--- src/rtl/ps2_pkg.sv ---
// Shared PS/2 receive types and constants.
// Used by the framer and its bench.
package ps2_pkg;

  typedef enum logic [1:0] {
    S_IDLE,
    S_DATA,
    S_PARITY,
    S_STOP
  } ps2_state_e;

  localparam int FRAME_BITS      = 11;
  localparam int TIMEOUT_DEFAULT = 100000;

endpackage

--- src/rtl/ps2_rx_framer.sv ---
// PS/2 device-to-host frame receiver.
// Decodes 11-bit frames into bytes with parity, stop and timeout checks.
module ps2_rx_framer
  import ps2_pkg::*;
#(
  parameter int TIMEOUT_CYCLES = TIMEOUT_DEFAULT
) (
  input  logic       clk,
  input  logic       rstn,
  input  logic       ps2_clk_f,
  input  logic       ps2_data_f,
  output logic [7:0] rx_data,
  output logic       rx_valid,
  input  logic       rx_ack,
  output logic       parity_err,
  output logic       frame_err,
  output logic       rx_overflow
);

  localparam int CW =
    (TIMEOUT_CYCLES > 1) ? $clog2(TIMEOUT_CYCLES) : 1;

  ps2_state_e r_state;
  ps2_state_e w_state_nx;

  logic          r_clk_q;
  logic [2:0]    r_idx;
  logic [7:0]    r_shift;
  logic          r_par;
  logic [CW-1:0] r_cnt;
  logic [7:0]    r_data;
  logic          r_valid;
  logic          r_perr;
  logic          r_ferr;
  logic          r_ovf;

  logic w_fall;
  logic w_timeout;
  logic w_stop_evt;
  logic w_par_ok;
  logic w_good;
  logic w_ack_acc;

  assign w_fall     = r_clk_q & ~ps2_clk_f;
  assign w_timeout  = (r_state != S_IDLE) & ~w_fall &
                      (r_cnt == CW'(TIMEOUT_CYCLES - 1));
  assign w_stop_evt = (r_state == S_STOP) & w_fall;
  assign w_par_ok   = ^{r_shift, r_par};
  assign w_good     = w_stop_evt & ps2_data_f & w_par_ok;
  assign w_ack_acc  = rx_ack & r_valid;

  always_comb begin
    w_state_nx = r_state;
    unique case (r_state)
      S_IDLE:
        if (w_fall && !ps2_data_f) w_state_nx = S_DATA;
      S_DATA:
        if (w_fall && r_idx == 3'd7) w_state_nx = S_PARITY;
      S_PARITY:
        if (w_fall) w_state_nx = S_STOP;
      S_STOP:
        if (w_fall) w_state_nx = S_IDLE;
      default:
        w_state_nx = S_IDLE;
    endcase
    if (w_timeout) w_state_nx = S_IDLE;
  end

  always_ff @(posedge clk or negedge rstn) begin
    if (!rstn) begin
      r_state <= S_IDLE;
      r_clk_q <= 1'b1;
    end else begin
      r_state <= w_state_nx;
      r_clk_q <= ps2_clk_f;
    end
  end

  always_ff @(posedge clk or negedge rstn) begin
    if (!rstn) begin
      r_idx   <= '0;
      r_shift <= '0;
      r_par   <= 1'b0;
      r_cnt   <= '0;
    end else begin
      if (r_state == S_IDLE || w_fall || w_timeout)
        r_cnt <= '0;
      else
        r_cnt <= r_cnt + 1'b1;
      if (r_state == S_IDLE || w_timeout)
        r_idx <= '0;
      else if (r_state == S_DATA && w_fall) begin
        r_shift[r_idx] <= ps2_data_f;
        r_idx          <= r_idx + 1'b1;
      end
      if (r_state == S_PARITY && w_fall)
        r_par <= ps2_data_f;
    end
  end

  // An ack in the same cycle frees the holding slot for a new byte.
  always_ff @(posedge clk or negedge rstn) begin
    if (!rstn) begin
      r_data  <= '0;
      r_valid <= 1'b0;
      r_perr  <= 1'b0;
      r_ferr  <= 1'b0;
      r_ovf   <= 1'b0;
    end else begin
      r_perr <= w_stop_evt & ps2_data_f & ~w_par_ok;
      r_ferr <= (w_stop_evt & ~ps2_data_f) | w_timeout;
      if (w_good && (!r_valid || rx_ack)) begin
        r_data  <= r_shift;
        r_valid <= 1'b1;
      end else if (w_ack_acc) begin
        r_valid <= 1'b0;
      end
      if (w_good && r_valid && !rx_ack)
        r_ovf <= 1'b1;
      else if (w_ack_acc)
        r_ovf <= 1'b0;
    end
  end

  assign rx_data     = r_data;
  assign rx_valid    = r_valid;
  assign parity_err  = r_perr;
  assign frame_err   = r_ferr;
  assign rx_overflow = r_ovf;

endmodule

--- config.mk ---
export PLATFORM = sky130hd
export DESIGN_NAME = ps2_rx_framer
export DESIGN_NICKNAME = d
export VERILOG_FILES = /design/src/rtl/ps2_pkg.sv /design/src/rtl/ps2_rx_framer.sv
export SDC_FILE = /design/constraint.sdc
export NUM_CORES = 1
export LEC_CHECK = 0
export ABC_AREA = 1
export CAP_MARGIN = 0
export CORE_MARGIN = 1
export CORE_UTILIZATION = 44
export DETAILED_ROUTE_END_ITERATION = 10
export PLACE_DENSITY = 0.74
export SYNTH_ARGS = -nofsm -noshare
export SYNTH_HDL_FRONTEND = slang
export SYNTH_SLANG_ARGS = --single-unit
--- constraint.sdc ---
create_clock -name clk -period 1.5 [get_ports clk]
set_input_delay 0.45 -clock clk [delete_from_list [all_inputs] [get_ports clk]]
set_output_delay 0.45 -clock clk [all_outputs]
set_load 0.02 [all_outputs]
==> results of run 1 <==
## worst paths after layout
path / startpoint / end / slack (ns) / depth (start not counted)
max: r_cnt[1] / r_cnt[9] / -0.03 / 10
min: rstn / rx_overflow / 0.12 / 2
max reg2reg: r_cnt[1] / r_cnt[9] / -0.03 / 10
min reg2reg: rx_data[2] / rx_data[2] / 0.48 / 2
max in group asynchronous: rstn / r_clk_q / 1.11 / 2
min in group clk: ps2_clk_f / r_clk_q / 0.44 / 1
## layout by cell type, fill, tap and decap left out, types with 2 or more instances in the layout
| cell | instances |
|---|---|
| dlygate4sd2_1 | 13 |
| nand4_1 | 2 |
| nor2_4 | 10 |
| inv_2 | 9 |
| nor2_1 | 20 |
| a21oi_1 | 11 |
| a31oi_1 | 8 |
| nor3_1 | 7 |
| o21ai_1 | 3 |
| nand3_4 | 4 |
| nand3_2 | 7 |
| clkdlybuf4s50_1 | 2 |
| inv_1 | 30 |
| nor2_2 | 4 |
| dfrtp_1 | 43 |
| o21ai_2 | 5 |
| nand2_1 | 55 |
| o31ai_1 | 3 |
| ha_1 | 7 |
| o21ai_0 | 4 |
| buf_2 | 2 |
| nand2_4 | 4 |
| nand3_1 | 10 |
| a21oi_2 | 6 |
| clkinv_1 | 2 |
| or2_1 | 2 |
| clkbuf_8 | 5 |
| xor2_1 | 2 |
| nand2_2 | 10 |
| o21a_1 | 2 |
| buf_4 | 26 |
## metal layers
| metal | GRT usage (%) | part of all wire [%] | vias up |
|---|---|---|---|
| met3 | 3.57 | 2.5 | 6 |
| met2 | 29.2 | 51 | 29 |
| met4 | 4.32 | 1.1 | 0 |
| met5 | 0 | 0 | - |
| met1 | 23.4 | 46 | 946 |
| li1 | - | - | 1017 |
## sequential cells by signal, summed over array words and instances (netlist names)
| signal | count |
|---|---|
| rx_data | 8 |
| r_idx | 3 |
| rx_valid | 1 |
| r_clk_q | 1 |
| r_state | 2 |
| r_cnt | 17 |
| rx_overflow | 1 |
| r_shift | 8 |
| r_par | 1 |
| parity_err | 1 |
| frame_err | 1 |
## layout make-up
class | instances | area, sq um
Clock buffer | 6 | 72.6
Clock inverter | 1 | 5.00
Fill cell | 446 | 2070
Inverter | 42 | 160
Multi-Input combinational cell | 195 | 1270
Sequential cell | 44 | 1100
Tap cell | 70 | 87.6
Timing Repair Buffer | 45 | 370
## worst register-to-register path: cells and delay by family, from the launching register on
kind	cells	cell delay, ns
fa+ha+maj	1	0.19
buf+inv	2	0.23
simple gates	6	0.55
flops	1	0.36
compound gates	1	0.10
## logic make-up (layout without fill, tap and decap cells)
group,Yosys count,after routing,share of synthesized area (%)
compound gates,43,43,10.3
xor+xnor,3,3,1.11
fa+ha+maj,8,8,4.23
buf+inv,43,94,7.14
flops,44,44,46.6
simple gates,139,141,30.7
## power groups by stage
| stage | Combinational, mW | Sequential, mW | Clock [mW] |
|---|---|---|---|
| 6_report | 1.46 | 1.44 | 0.690 |
| 5_1_grt | 1.63 | 1.46 | 0.758 |
| 4_1_cts | 1.31 | 1.43 | 0.706 |
| 3_5_place_dp | 1.26 | 1.46 | 0 |
| 3_3_place_gp | 1.23 | 1.45 | 0 |
| 2_1_floorplan | 0.833 | 1.50 | 0 |
## per-stage QoR
stage               hold slack, ns  setup slack (ns)  util (%)
detailed placement           0.442            -0.426      53.8
global placement             0.442            -0.378      53.8
floorplan                    0.154            0.0600         -
CTS                          0.125           -0.0207      55.9
finish                       0.115           -0.0253      59.7
global route                 0.124            -0.141      59.7
## repair_timing
action,in CTS,in global routing
pin swaps,6,13
hold endpoints to repair,0,0
resized for setup,24,40
cloned,2,1
setup buffers,0,7
endpoints found under the setup margin,44,34
==> impl_results.md, run 1 <==
* Largest area contributor in the netlist: dfrtp_1
* Ranking of synthesized cells by area: dfrtp_1 45%, nand2_1 9.4%, inv_1 5.7%
* Worst path slowest cell: dfrtp_1
* Required time worst endpoint at between 1.5 and 2 ns
* Final wirelength at between 5000 and 6000 um
* Synthesis-stage register bit count at between 40 and 50
* Worst Skew at 0.00743 ns
* Cell Area, Placed at 2770 sq um
* CTS Buf Count at 5
* Initial core utilization at 46.0%
* Async S/R FF share, synth at 100%
* Crit path buf inv count at 2
* Via/cell ratio at 4.96
* Hold crit path type: input pin to async pin
* Die Area at 5670 sq um
* Yosys warns at 0
* DIE HEIGHT at roughly 75 um
* Slew Limit Fails at 0
* Post-synthesis sequential area ratio at a little under half
* Max Clk Rate at 656 MHz
* GRT Resource Usage Total at ~17%
* Crit Path Class: flip-flop to flip-flop
* Inst Count DP at a little under 400
* Relative slew slack at approximately 76%
* P&R area growth vs syn at 29.8%
* Worst slew pin tran at between 0.3 and 0.4 ns
* Clk Latency, worst-skew pair at 0.29 ns
* Switch Pwr at 1.39 mW
* PwrDens at roughly 1200 nW/um^2
* Crit path DAT at 1.71 ns
* Drt drc at 0
* CTS Root Cell: clkbuf_8
* Cell area after layout at between 3000 and 4000 sq um
* # clock sinks at 44
* Sw frac at between 30 and 40%
* Comb pwr share at just over 40%
* Yosys cell types at 33
* Total grt overflow at 0
* Yosys top cell area share at around 45%
* RePlAce Congestion at around 0.85
* Internal power contribution at between 2 and 2.5 mW
* Static leakage at 1.50 nW
* Vias in the first global route at between 1500 and 2000
* First-pass GRT wire length at about 7500 um
* Power consumption at 3.59 mW
* DR WL/cell at 12.6 um
* Number of non-filler instances in the completed layout at between 400 and 500
* CTS Buffer Depth at 2
* Mapped Cells at 280
* Number of synthesized flops with an enable pin at 0
* Nets at around 350
* Final setup fails at 4
* Fin crit period at about 1.5 ns
* Outcome: finished, violations left
* # rows at 26
* Diodes inserted at 0
* Share of layout cells above drive strength 1 at a little under a third
* IO Port Bufs at 16
* RSZ-0062 raised after global routing: true
* Detailed Place HPWL at around 3400 um
* Nature of the critical path endpoint: flip-flop
* CTS Hold Bufs at 0
* IO Count at 17
* Failing checks: setup timing
* Syn_nets at 293
* Avg Cell Area, Syn at between 8 and 9 sq um
* Final ANT Viol Nets at 0
* Critical path's largest stage delay at 0.36 ns
* CP delay by family, top: simple AND/OR/NAND/NOR gates
* Top-count cell post-synth: nand2_1
* Cell breakdown of the critical path: ha_2, nand2_2, inv_2, nand3_4, nor2_4, nand2_1, nand2_2, buf_6, nor2_4, o21a_1
* VDD IR max at roughly 0.43 mV
* H-tree depth at 2
* Initial antenna violation count at 0
* Synth cell count leaders: 59 x nand2_1, 43 x dfrtp_1, 36 x inv_1
* Syn Std Cell Area at roughly 2400 sq um
* CP Max Fanout at 5
* Share of power burned in registers at 40.2%
* Pre-Repair DR Iteration Count at 5
* Core area at 5140 sq um
* Clock transition at the registers of the reported paths at roughly 0.080 ns
* Clk pwr share at 19.2%
* DRT iter0 DRCs at roughly 190
* Final worst-path cycle share at 102%
* Vias post-DR at 1998
* Max-Cap Viols at 0
* Sum Neg Setup Slack at -0.0561 ns
* PnR worst setup slack at -0.0253 ns
* Final hold viol count at 0
* Largest net degree at the start of global routing at between 40 and 50
* Post-synth top flop: dfrtp_1
* CP Launch Type: flip-flop
* CTS tree: built
* Chip Width at about 75 um
Note: power is estimated with default switching activity, not from simulation.
==> run 2, diff against run 1 <==
==> constraint.sdc (replaced) <==
create_clock -name clk -period 1.5 [get_ports clk]
set_input_delay 0.45 -clock clk [delete_from_list [all_inputs] [get_ports clk]]
set_output_delay 0.45 -clock clk [all_outputs]
set_load 0.01 [all_outputs]
==> results of run 2 <==
The final DEF is identical to that of run 1. Status: finished, violations left: setup timing.
Among the figures that moved: total power 3.59 mW -> 3.56 mW
==> run 3, diff against run 2 <==
--- a/config.mk
+++ b/config.mk
@@ -8,8 +8,9 @@
 export ABC_AREA = 1
 export CAP_MARGIN = 0
+export CORE_ASPECT_RATIO = 0.7
 export CORE_MARGIN = 1
-export CORE_UTILIZATION = 44
+export CORE_UTILIZATION = 50
 export DETAILED_ROUTE_END_ITERATION = 10
-export PLACE_DENSITY = 0.74
+export PLACE_DENSITY = 0.81
 export SYNTH_ARGS = -nofsm -noshare
 export SYNTH_HDL_FRONTEND = slang
==> constraint.sdc (replaced) <==
create_clock -name clk -period 1.5 [get_ports clk]
set_input_delay 0.375 -clock clk [delete_from_list [all_inputs] [get_ports clk]]
set_output_delay 0.375 -clock clk [all_outputs]
set_load 0.01 [all_outputs]
==> impl_results.md, run 3 (synthesis gave the netlist of run 1 again) <==
* Outcome: finished, violations left
* Failing checks: DRC, setup timing
* Static leakage at about 1.5 nW
* Clk pwr share at around 20%
* Drt drc at 4
* RePlAce Congestion at between 0.8 and 0.9
* Critical Path Most Common Cell: nand2_1
* Nets at 346
* Hold slack at 0.457 ns
* CP delay by family, top: simple AND/OR/NAND/NOR gates
* Power consumption at approximately 3.8 mW
* Final ANT Viol Nets at 0
* Required time worst endpoint at ~1.7 ns
* R2R Setup Slk at -0.07 ns
* Share of layout cells above drive strength 1 at approximately a third
* Most frequent cells in the layout: 55 x nand2_1, 39 x dfrtp_1, 31 x inv_1, 25 x buf_4, 19 x nor2_1
* CP Max Fanout at 8
* Final hold viol count at 0
* Die Area at 5020 sq um
* Comb pwr share at roughly 41%
* Max FFs per register at 17
* Diodes inserted at 0
* Initial core utilization at between 50% and 60%
* CTS tree: built
* Critical path's largest stage delay at between 0.4 and 0.5 ns
* CTS Root Cell: clkbuf_8
* Nature of the critical path endpoint: flip-flop
* Cell breakdown of the critical path: inv_1, nand2_1, nand3_2, nand2_1, nand2_2, nand2_2, nand2_4, nand2_4, nor2_8, nand3_2, nand2_1
* Pre-Repair DR Iteration Count at 7
* Slew Limit Fails at 0
* Share of power burned in registers at 38.2%
* Most common cell after layout, fill and taps aside: nand2_1
* Final wirelength at roughly 5600 um
* # rows at 20
* Worst Skew at 0.00737 ns
* VDD IR max at about 0.7 mV
* Number of non-filler instances in the completed layout at just under 400
* RSZ-0062 raised after global routing: true
* Largest net degree at the start of global routing at 36
* # clock sinks at 44
* Via/cell ratio at between 5 and 6
* Most flops, register: r_cnt
* Switch Pwr at between 1.5 and 2 mW
* Final setup fails at 21
* DIE HEIGHT at 59.6 um
* Crit path DAT at 1.82 ns
* Vias in the first global route at about 1800
* Max-Cap Viols at 0
* H-tree depth at 2
* P&R area growth vs syn at 31.7%
* PnR worst setup slack at -0.0722 ns
* Final worst-path cycle share at 105%
* IO Count at 17
* Total grt overflow at 0
* Clock transition at the registers of the reported paths at ~0.08 ns
* Clk Latency, worst-skew pair at between 0.3 and 0.4 ns
* Detailed Place HPWL at approximately 3500 um
* First-pass GRT wire length at roughly 8600 um
* Crit Path Class: flip-flop to flip-flop
* CP Launch Type: flip-flop
* DR WL/cell at ~14 um
* Sw frac at around 39%
* Hold crit path type: input pin to async pin
* PwrDens at roughly 1200 nW/um^2
* CTS Buf Count at 5
* Vias post-DR at just over 2000
* Chip Width at around 84 um
* Core area at 4430 sq um
* Crit path buf inv count at 1
* Internal power contribution at roughly 2.3 mW
* Inst Count DP at between 300 and 400
* CTS Buffer Depth at 2
* IO Port Bufs at 16
* DRT iter0 DRCs at 203
* GRT Resource Usage Total at 23.0%
* Relative slew slack at roughly three quarters
* Worst slew pin tran at around 0.4 ns
* Fin crit period at 1.57 ns
* Worst path slowest cell: dfrtp_2
* Max Clk Rate at between 600 and 700 MHz
* Initial antenna violation count at 0
==> run 3: cell types whose count changed in the layout (fill, tap and decap cells not counted), moves of 3 or more <==
cell	change
nand3_1	-5
o21ai_0	+3
nand3_2	+6
dfrtp_1	-4
dfrtp_2	+4
nor2_2	+3
o21ai_2	-4
==> run 3: worst paths after layout <==
| check | start | endpoint | cells after the start |
|---|---|---|---|
| worst max-delay path | r_shift[1] | rx_data[6] | 11 |
| worst min register to register | rx_data[0] | rx_data[0] | 2 |
| worst min-delay path | rstn | r_cnt[13] | 2 |
| worst max register to register | r_shift[1] | rx_data[6] | 11 |
| min in group clk | rx_data[0] | rx_data[0] | 2 |
| max in group asynchronous | rstn | r_clk_q | 3 |
==> run 3: area by class of cell <==
| type | instances | area [sq um] |
|---|---|---|
| Clock buffer | 6 | 82.6 |
| Clock inverter | 2 | 10.0 |
| Fill cell | 333 | 1310 |
| Inverter | 42 | 163 |
| Multi-Input combinational cell | 195 | 1310 |
| Sequential cell | 44 | 1110 |
| Tap cell | 55 | 68.8 |
| Timing Repair Buffer | 45 | 380 |
==> run 3: worst register-to-register path, delay by kind of cell, from the launching register on <==
family / cells / cell delay (ns)
buffers and inverters: 1 / 0.11
AND/OR/NAND/NOR: 10 / 0.95
flip-flops: 1 / 0.46
==> run 3: routing by layer <==
| layer | vias to the layer above | routed length, um | GRT usage (%) |
|---|---|---|---|
| li1 | 1013 | - | - |
| met1 | 976 | 2640 | 32.3 |
| met2 | 68 | 2560 | 33.4 |
| met3 | 13 | 274 | 6.27 |
| met4 | 0 | 146 | 10.6 |
| met5 | - | 0 | 0 |
==> run 3: power groups by stage <==
stage / Combinational [mW] / Clock (mW) / Sequential, mW
floorplan: 0.833 / 0 / 1.48
global placement: 1.24 / 0 / 1.45
detailed placement: 1.28 / 0 / 1.46
CTS: 1.35 / 0.797 / 1.44
global route: 1.72 / 0.855 / 1.47
finish: 1.58 / 0.779 / 1.46
==> run 3: timing repair <==
item	4_1_cts	5_1_grt
buffers inserted	1	6
pin swaps	8	12
gates cloned	1	2
hold endpoints to repair	9	0
gates resized for setup	35	38
hold buffers	1	0
setup endpoints to repair	33	37
==> run 3: metrics by stage <==
| step | TNS [ns] | utilization [%] | instance area, sq um | setup WS (ns) |
|---|---|---|---|---|
| final | -0.819 | 70.4 | 3120 | -0.0722 |
| after global routing | -4.02 | 70.4 | 3120 | -0.217 |
| after CTS | -0.0151 | 66.2 | 2930 | -0.00965 |
| after detailed placement | -11.89 | 61.9 | 2740 | -0.358 |
| after global placement | -10.01 | 61.9 | 2740 | -0.306 |
| after floorplan | 0 | - | 2370 | 0.0600 |
